File: src/rtl/spi_pkg.sv
// Shared SPI definitions used by the receive endpoint, the master and the bench.
package spi_pkg;

    localparam int unsigned SPI_DATA_W = 12;

    typedef enum logic [1:0] {
        IDLE    = 2'd0,
        SHIFT   = 2'd1,
        WAIT_CS = 2'd2
    } spi_rx_state_e;

    typedef logic [SPI_DATA_W-1:0] spi_word_t;

endpackage : spi_pkg

File: src/rtl/spi_sync.sv
// N-stage flop synchroniser for a single asynchronous bit.
//   clk   : system clock
//   rst   : asynchronous active-low reset; all stages load RST_VAL
//   d_i   : asynchronous input
//   q_o   : synchronised output (STAGES clk edges of latency)
module spi_sync #(
    parameter int unsigned STAGES  = 2,
    parameter logic        RST_VAL = 1'b0
) (
    input  logic clk,
    input  logic rst,
    input  logic d_i,
    output logic q_o
);

    logic [STAGES-1:0] sync_q;

    // Shift chain: d_i enters at bit 0 and leaves at the top.
    always_ff @(posedge clk or negedge rst) begin
        if (!rst) begin
            sync_q <= {STAGES{RST_VAL}};
        end else begin
            sync_q <= {sync_q[STAGES-2:0], d_i};
        end
    end

    assign q_o = sync_q[STAGES-1];

endmodule : spi_sync

File: src/rtl/spi_slave_rx.sv
// SPI receive endpoint: oversamples sclk/cs/mosi in the clk domain and
// deserialises each cs-low frame into a DATA_W-bit word.
//   clk       : system clock
//   rst       : asynchronous active-low reset
//   sclk      : SPI clock (idle low, mosi sampled on rising edge)
//   cs        : chip select, active-low
//   mosi      : serial data
//   dout      : last complete word, held until the next complete frame
//   done      : 1-cycle pulse when dout updates
//   busy      : high while a frame is in progress
//   frame_err : 1-cycle pulse when cs rises before DATA_W bits arrived
module spi_slave_rx
    import spi_pkg::*;
#(
    parameter int unsigned DATA_W      = SPI_DATA_W,
    parameter bit          LSB_FIRST   = 1'b1,
    parameter int unsigned SYNC_STAGES = 2
) (
    input  logic              clk,
    input  logic              rst,
    input  logic              sclk,
    input  logic              cs,
    input  logic              mosi,
    output logic [DATA_W-1:0] dout,
    output logic              done,
    output logic              busy,
    output logic              frame_err
);

    localparam int unsigned CNT_W = $clog2(DATA_W + 1);

    logic s_sclk, s_cs, s_mosi;
    logic sclk_prev_q;
    logic s_sclk_rise_c;

    spi_rx_state_e      state_q, state_d;
    logic [DATA_W-1:0]  shift_q, shift_d;
    logic [CNT_W-1:0]   cnt_q, cnt_d;
    logic [DATA_W-1:0]  dout_q, dout_d;
    logic               done_q, done_d;
    logic               err_q, err_d;
    logic               busy_q;

    // Pin synchronisers; reset values match the idle bus (sclk low, cs high).
    spi_sync #(.STAGES(SYNC_STAGES), .RST_VAL(1'b0)) u_sync_sclk (
        .clk (clk), .rst (rst), .d_i (sclk), .q_o (s_sclk)
    );
    spi_sync #(.STAGES(SYNC_STAGES), .RST_VAL(1'b1)) u_sync_cs (
        .clk (clk), .rst (rst), .d_i (cs),   .q_o (s_cs)
    );
    spi_sync #(.STAGES(SYNC_STAGES), .RST_VAL(1'b0)) u_sync_mosi (
        .clk (clk), .rst (rst), .d_i (mosi), .q_o (s_mosi)
    );

    assign s_sclk_rise_c = s_sclk & ~sclk_prev_q;

    // State and datapath registers.
    always_ff @(posedge clk or negedge rst) begin
        if (!rst) begin
            sclk_prev_q <= 1'b0;
            state_q     <= IDLE;
            shift_q     <= '0;
            cnt_q       <= '0;
            dout_q      <= '0;
            done_q      <= 1'b0;
            err_q       <= 1'b0;
            busy_q      <= 1'b0;
        end else begin
            sclk_prev_q <= s_sclk;
            state_q     <= state_d;
            shift_q     <= shift_d;
            cnt_q       <= cnt_d;
            dout_q      <= dout_d;
            done_q      <= done_d;
            err_q       <= err_d;
            busy_q      <= (state_d != IDLE);
        end
    end

    // Next-state logic. In SHIFT a sclk rise outranks a simultaneous cs rise,
    // so a last bit arriving together with cs deassertion still completes.
    always_comb begin
        state_d = state_q;
        shift_d = shift_q;
        cnt_d   = cnt_q;
        dout_d  = dout_q;
        done_d  = 1'b0;
        err_d   = 1'b0;

        case (state_q)
            IDLE: begin
                if (!s_cs) begin
                    state_d = SHIFT;
                    shift_d = '0;
                    cnt_d   = '0;
                end
            end

            SHIFT: begin
                if (cnt_q == CNT_W'(DATA_W)) begin
                    dout_d  = shift_q;
                    done_d  = 1'b1;
                    state_d = WAIT_CS;
                end else if (s_sclk_rise_c) begin
                    if (LSB_FIRST) begin
                        shift_d = {s_mosi, shift_q[DATA_W-1:1]};
                    end else begin
                        shift_d = {shift_q[DATA_W-2:0], s_mosi};
                    end
                    cnt_d = cnt_q + CNT_W'(1);
                end else if (s_cs) begin
                    err_d   = 1'b1;
                    state_d = IDLE;
                end
            end

            WAIT_CS: begin
                if (s_cs) begin
                    state_d = IDLE;
                end
            end

            default: begin
                state_d = IDLE;
            end
        endcase
    end

    assign dout      = dout_q;
    assign done      = done_q;
    assign busy      = busy_q;
    assign frame_err = err_q;

endmodule : spi_slave_rx

File: config.mk
export PLATFORM = sky130hd
export DESIGN_NAME = spi_slave_rx
export DESIGN_NICKNAME = d
export VERILOG_FILES = /design/src/rtl/spi_pkg.sv /design/src/rtl/spi_sync.sv /design/src/rtl/spi_slave_rx.sv
export SDC_FILE = /design/constraint.sdc
export NUM_CORES = 1
export LEC_CHECK = 0
export BUFFER_PORTS_ARGS = -buffer_cell sky130_fd_sc_hd__buf_4
export CAP_MARGIN = 20
export CORE_UTILIZATION = 35
export DETAILED_ROUTE_END_ITERATION = 8
export HOLD_SLACK_MARGIN = 0.05
export RECOVER_POWER = 100
export SLEW_MARGIN = 30
export SYNTH_ARGS = -nofsm -noshare
export SYNTH_HDL_FRONTEND = slang
export SYNTH_SLANG_ARGS = --single-unit
File: constraint.sdc
create_clock -name clk -period 1.7 [get_ports clk]
set_input_delay 0.085 -clock clk [delete_from_list [all_inputs] [get_ports clk]]
set_output_delay 0.085 -clock clk [all_outputs]
set_load 0.005 [all_outputs]
## After elaboration in Yosys (flattened, before gate mapping)

Index checks and enable logic that the tools add are counted.

- $add $sub $neg: 1
- Multiply operators: 0
- Div/mod/pow operators: 0
- Magnitude comparators: 0
- Equality and inequality tests: 6
- Shift-type cells: 0
- Muxes and demuxes: 19
- Bitwise gates (word level): 2
- Reductions and logical operators: 5

Operators with widths:

| operator | number |
|---|---|
| $mux W12 | 3 |
| $pmux W12 S2 | 1 |
| $mux W4 | 3 |
| $mux W2 | 4 |
| $pmux W4 S2 | 1 |
| $mux W1 | 6 |
| $ne A2 B2 Y1 const B | 3 |
| $pmux W2 S3 | 1 |
| $add A4 B1 Y4 const B | 1 |
| $eq A4 B4 Y1 const B | 1 |
| $reduce_and A4 Y1 | 1 |
| $reduce_bool A2 Y1 | 2 |
| $eq A2 B1 Y1 const B | 1 |
| $eq A2 B2 Y1 const B | 1 |
| $logic_not A2 Y1 | 1 |
| $reduce_and A2 Y1 | 1 |
| $and A1 B1 Y1 | 1 |
| $not A1 Y1 | 1 |

- Register bits: 40
- Latch bits: 0
- Memory bits (writable): 0
- ROM bits: 0
- Input port bits: 5
- Output and inout port bits: 15
- Logic and storage cells: 44
- Memories kept: 0

## Logic depth before layout (Yosys ltp)

- Depth in word-level cells: 6
- Gate-level depth with buffers: 7
- Depth with buffers taken out: 5

## Cells and area by module

From an unflattened synthesis, not the netlist that was laid out.

- Cells, all modules: 124
- Area, all modules: 1644.1 sq um

Modules (own cells, without submodules):

| module | times used | cells an instance | area each (sq um) | seq. area each (sq um) |
|---|---|---|---|---|
| spi_slave_rx | 1 | 118 | 1491.4 | 850.8 |
| spi_sync (u_sync_mosi ...) | 2 | 2 | 50.0 | 50.0 |
| spi_sync (u_sync_cs) | 1 | 2 | 52.6 | 52.6 |

## Worst setup path before layout

No wires, ideal clock.

- Path kind: flip-flop to flip-flop
- Start point: register cnt_q[0]
- End point: register dout_q[10], in the netlist dout[10]
- Setup time: 0.125 ns
- Arrival: 1.478 ns
- Data required time: 1.575 ns
- Setup slack: 0.097 ns
- Stages on the path, launching flop included: 8
- Path buffers: 2
- Period minus slack after synthesis: 1.603 ns
- Cell sequence: dfrtp_1 > inv_1 > ha_1 > and3_4 > and2_4 > buf_6 > buf_6 > mux2_4

- Longest elaborated chain between the ends: 2

RTL lines:

| item | line | RTL |
|---|---|---|
| from (decl) | spi_slave_rx.sv:38 | `logic [CNT_W-1:0] cnt_q, cnt_d;` |
| from (signal assigned) | spi_slave_rx.sv:72 | `cnt_q <= cnt_d;` |
| $eq A4 B4 Y1 | spi_slave_rx.sv:100 | `if (cnt_q == CNT_W'(DATA_W)) begin` |
| $reduce_and A2 Y1 (no line) | - |  |
| to (signal assigned) | spi_slave_rx.sv:73 | `dout_q <= dout_d;` |
| to (decl) | spi_slave_rx.sv:39 | `logic [DATA_W-1:0] dout_q, dout_d;` |

Every way passes these cells.
A chain may end at the register's enable or synchronous reset.

## Worst setup path in the final report

- Start point: register cnt_q[1]
- End point: register dout_q[5], in the netlist dout[5]

Same word-level chain as after synthesis.

==> impl_metrics.py <==
metrics = {
    "drt": {
        "drc": 0,
        "wl_per_cell_um": 13.89,
        "vias": 1098,
        "viasPerCell": 5.155,
        "antenna_left": 0,
        "drt_iter0_markers": 97,
        "wl_um": 2959,
        "first_pass_iters": 4,
    },
    "cts": {
        "htreeDepth": 2,
        "cts-buffers-inserted": 5,
        "post_cts_resized": 0,
        "clock_latency_ns": 0.28,
        "post_cts_buffers": 0,
        "cts_buffer_depth": 2,
        "clk_pin_slew_ns": 0.07,
        "clkSinkCount": 40,
        "cts_tree": "done",
        "cts-root-buf": "clkbuf_8",
    },
    "global_routing": {
        "grt_pass1_vias": 1041,
        "antenna_found_initial": 0,
        "grt_pass1_wl_um": 4823,
        "grt_max_degree": 41,
        "grt_usage": 0.1278,
        "globalRouteOverflowTotal": 0,
    },
    "worst_setup_path": {
        "path_class": "reg -> reg",
        "crit_fanout": 7,
        "regToRegStartpoint": "cnt_q[1]",
        "cp_slowest_stage_delay_ns": 0.41,
        "setup.worst_path.end_class": "flop",
        "critPathLaunchType": "flop",
        "worst-r2r-setup-slack_ns": 0.12,
        "crit_family": "simple AND/OR/NAND/NOR gates",
        "worstPathRequired_ns": 1.87,
        "critPathLaunch": "cnt_q[1]",
        "crit_arrival_ns": 1.76,
        "slowest_stage": "dfrtp_1",
        "cp_cell_sequence": "inv_1 -> ha_1 -> and3_4 -> and2_2 -> mux2_4",
        "crit_buf_inv": 1,
        "crit_end": "dout[5]",
        "crit_cells": 5,
        "r2r_cells": 5,
        "timing.rr.end": "dout[5]",
    },
    "min_path": {
        "hold_class": "reg -> reg",
        "min_path_cells": 0,
    },
    "run": {
        "cap_viol_max_count": 0,
    },
    "synth": {
        "synth_top_flop_cell": "dfrtp_1",
        "synthDistinctLibCells": 26,
        "synth_edf_count": 0,
        "synthTopCellsByArea": "dfrtp_1 (58%), mux2_4 (6.4%), o21ai_0 (4.6%)",
        "synth_fa_ha_area_frac": 0.01530,
        "syn_nets": 137,
        "synth_top_area_share": 0.5815,
        "syn_area_per_cell_um2": 12.58,
        "synth_commonest_cells": "dfrtp_1 (38), nand2_1 (15), o21ai_0 (15)",
        "synth-compound-area-share": 0.1071,
        "ys_warn_count": 0,
        "synth_top_family_by_area": "multiplexers",
        "synth_cells": 130,
        "post_synth_mux_area_share": 0.1178,
        "syn_area_um2": 1635,
        "async_reset_ff_frac": 1.000,
        "yosys.area.top_type": "dfrtp_1",
        "ys_seq_elements": 40,
        "yosysMostFrequentCell": "dfrtp_1",
        "ys_seq_area_frac": 0.6136,
        "yosys.area_share.simple": 0.1048,
        "synthXorXnorAreaFrac": 0,
    },
    "floorplanning": {
        "fp.dieArea_um2": 4950,
        "ios": 20,
        "die_width_um": 70.36,
        "initial_utilization": 0.3705,
        "core-area_um2": 4414,
        "die_h_um": 70.36,
        "rows": 24,
    },
    "sta": {
        "setup_violations": 0,
        "holdWs_ns": 0.3494,
        "setup_ws_ns": 0.1175,
        "slew_viol_final": 0,
        "fin_crit_sh": 0.9309,
        "hold_viol": 0,
        "worst_clock_skew_ns": 0.006384,
        "rsz0062_at_grt": "false",
        "fin_crit_ns": 1.583,
        "tns_ns": 0,
        "relSlewSlack": 0.3594,
        "max_freq_mhz": 631.9,
        "worst_slew_pin_slew_ns": 0.9608,
    },
    "cells_and_area": {
        "drive_above_1_share": 0.3043,
        "nets": 167,
        "antenna-diode-count": 0,
        "syn_to_final_growth_pct": 21.81,
        "stdcell_count": 213,
    },
    "pwr": {
        "vdd_drop_max_uv": 769.0,
        "p_leak_nw": 0.9437,
        "power.density_nw_per_um2": 1043,
    },
    "place": {
        "post-place-ws_ns": 0.04199,
        "gp_congestion": 0.7430,
        "port_buffers": 19,
        "dp_hpwl_um": 1904,
        "placed_cells": 200,
    },
    "status": {
        "outcome": "finished clean",
    },
}
## timing repair
item / CTS / global route
hold buffers: 4 / 0
setup endpoints to repair: 0 / 5
endpoints found under the hold margin: 41 / 0
## cells in the final DEF, fill, tap and decap left out, types with 2 or more instances in the layout
master          n
a21o_1          2
buf_4           6
clkbuf_1        2
clkbuf_4       17
clkbuf_8        7
dfrtp_1        38
dfstp_2         2
dlygate4sd3_1   4
ha_1            2
inv_1           3
mux2_1          3
mux2_2          6
mux2_4          4
mux2i_1         2
nand2_1        15
nand3_1         8
nor2_1          3
nor3_1          2
o211ai_1        8
o21ai_0        15
## worst min path at each step
stage                                     start                    end  slack [ns]
after floorplan                             rst                   busy       -0.21
after global placement                      rst  u_sync_mosi.sync_q[0]        0.08
after detailed placement                    rst  u_sync_mosi.sync_q[0]        0.09
after CTS                                   rst  u_sync_mosi.sync_q[0]        0.32
after global routing      u_sync_sclk.sync_q[0]  u_sync_sclk.sync_q[1]        0.37
final                     u_sync_sclk.sync_q[0]  u_sync_sclk.sync_q[1]        0.35
## power by group
part	switching [W]	internal [W]
clock	0.000309	0.000518
combinational	0.000119	0.0000825
sequential	0.0000431	0.00101
## per-layer routing
metal	part of all wire	global-route usage
met2	0.47	0.2063
met5	0	0
met3	0.043	0.04473
met4	0.0044	0.04889
met1	0.48	0.1562
## registers in the layout, summed over array words and instances (netlist names), 2 cells and up
signal and flops:
u_sync_cs.sync_q 2, cnt_q 4, dout 12, u_sync_sclk.sync_q 2, state_q 2, u_sync_mosi.sync_q 2
shift_q 12
## metrics by stage
stage,cell area [um^2],util,total power [W]
after global placement,1839,0.4167,0.001252
after CTS,2006,0.4544,0.002111
after detailed placement,1839,0.4167,0.001262
after global routing,1992,0.4512,0.002185
after floorplan,1635,-,0.001181
final,1992,0.4512,0.002077
## cells by family (layout without fill, tap and decap cells)
kind of cell | Yosys count | count (layout)
buf+inv | 11 | 41
flops | 40 | 40
fa+ha+maj | 2 | 2
mux | 15 | 15
compound gates | 28 | 28
simple gates | 34 | 35
## area by class of cell
cell class,instances,area (um^2)
clock inverters,1,30.03
well taps,52,65.06
clock buffers,7,96.34
inverters,3,11.26
repair buffers,30,225.2
flip-flops and latches,40,1003
fillers,393,2422
multi-input cells,80,560.5
Note: power is estimated with default switching activity, not from simulation.
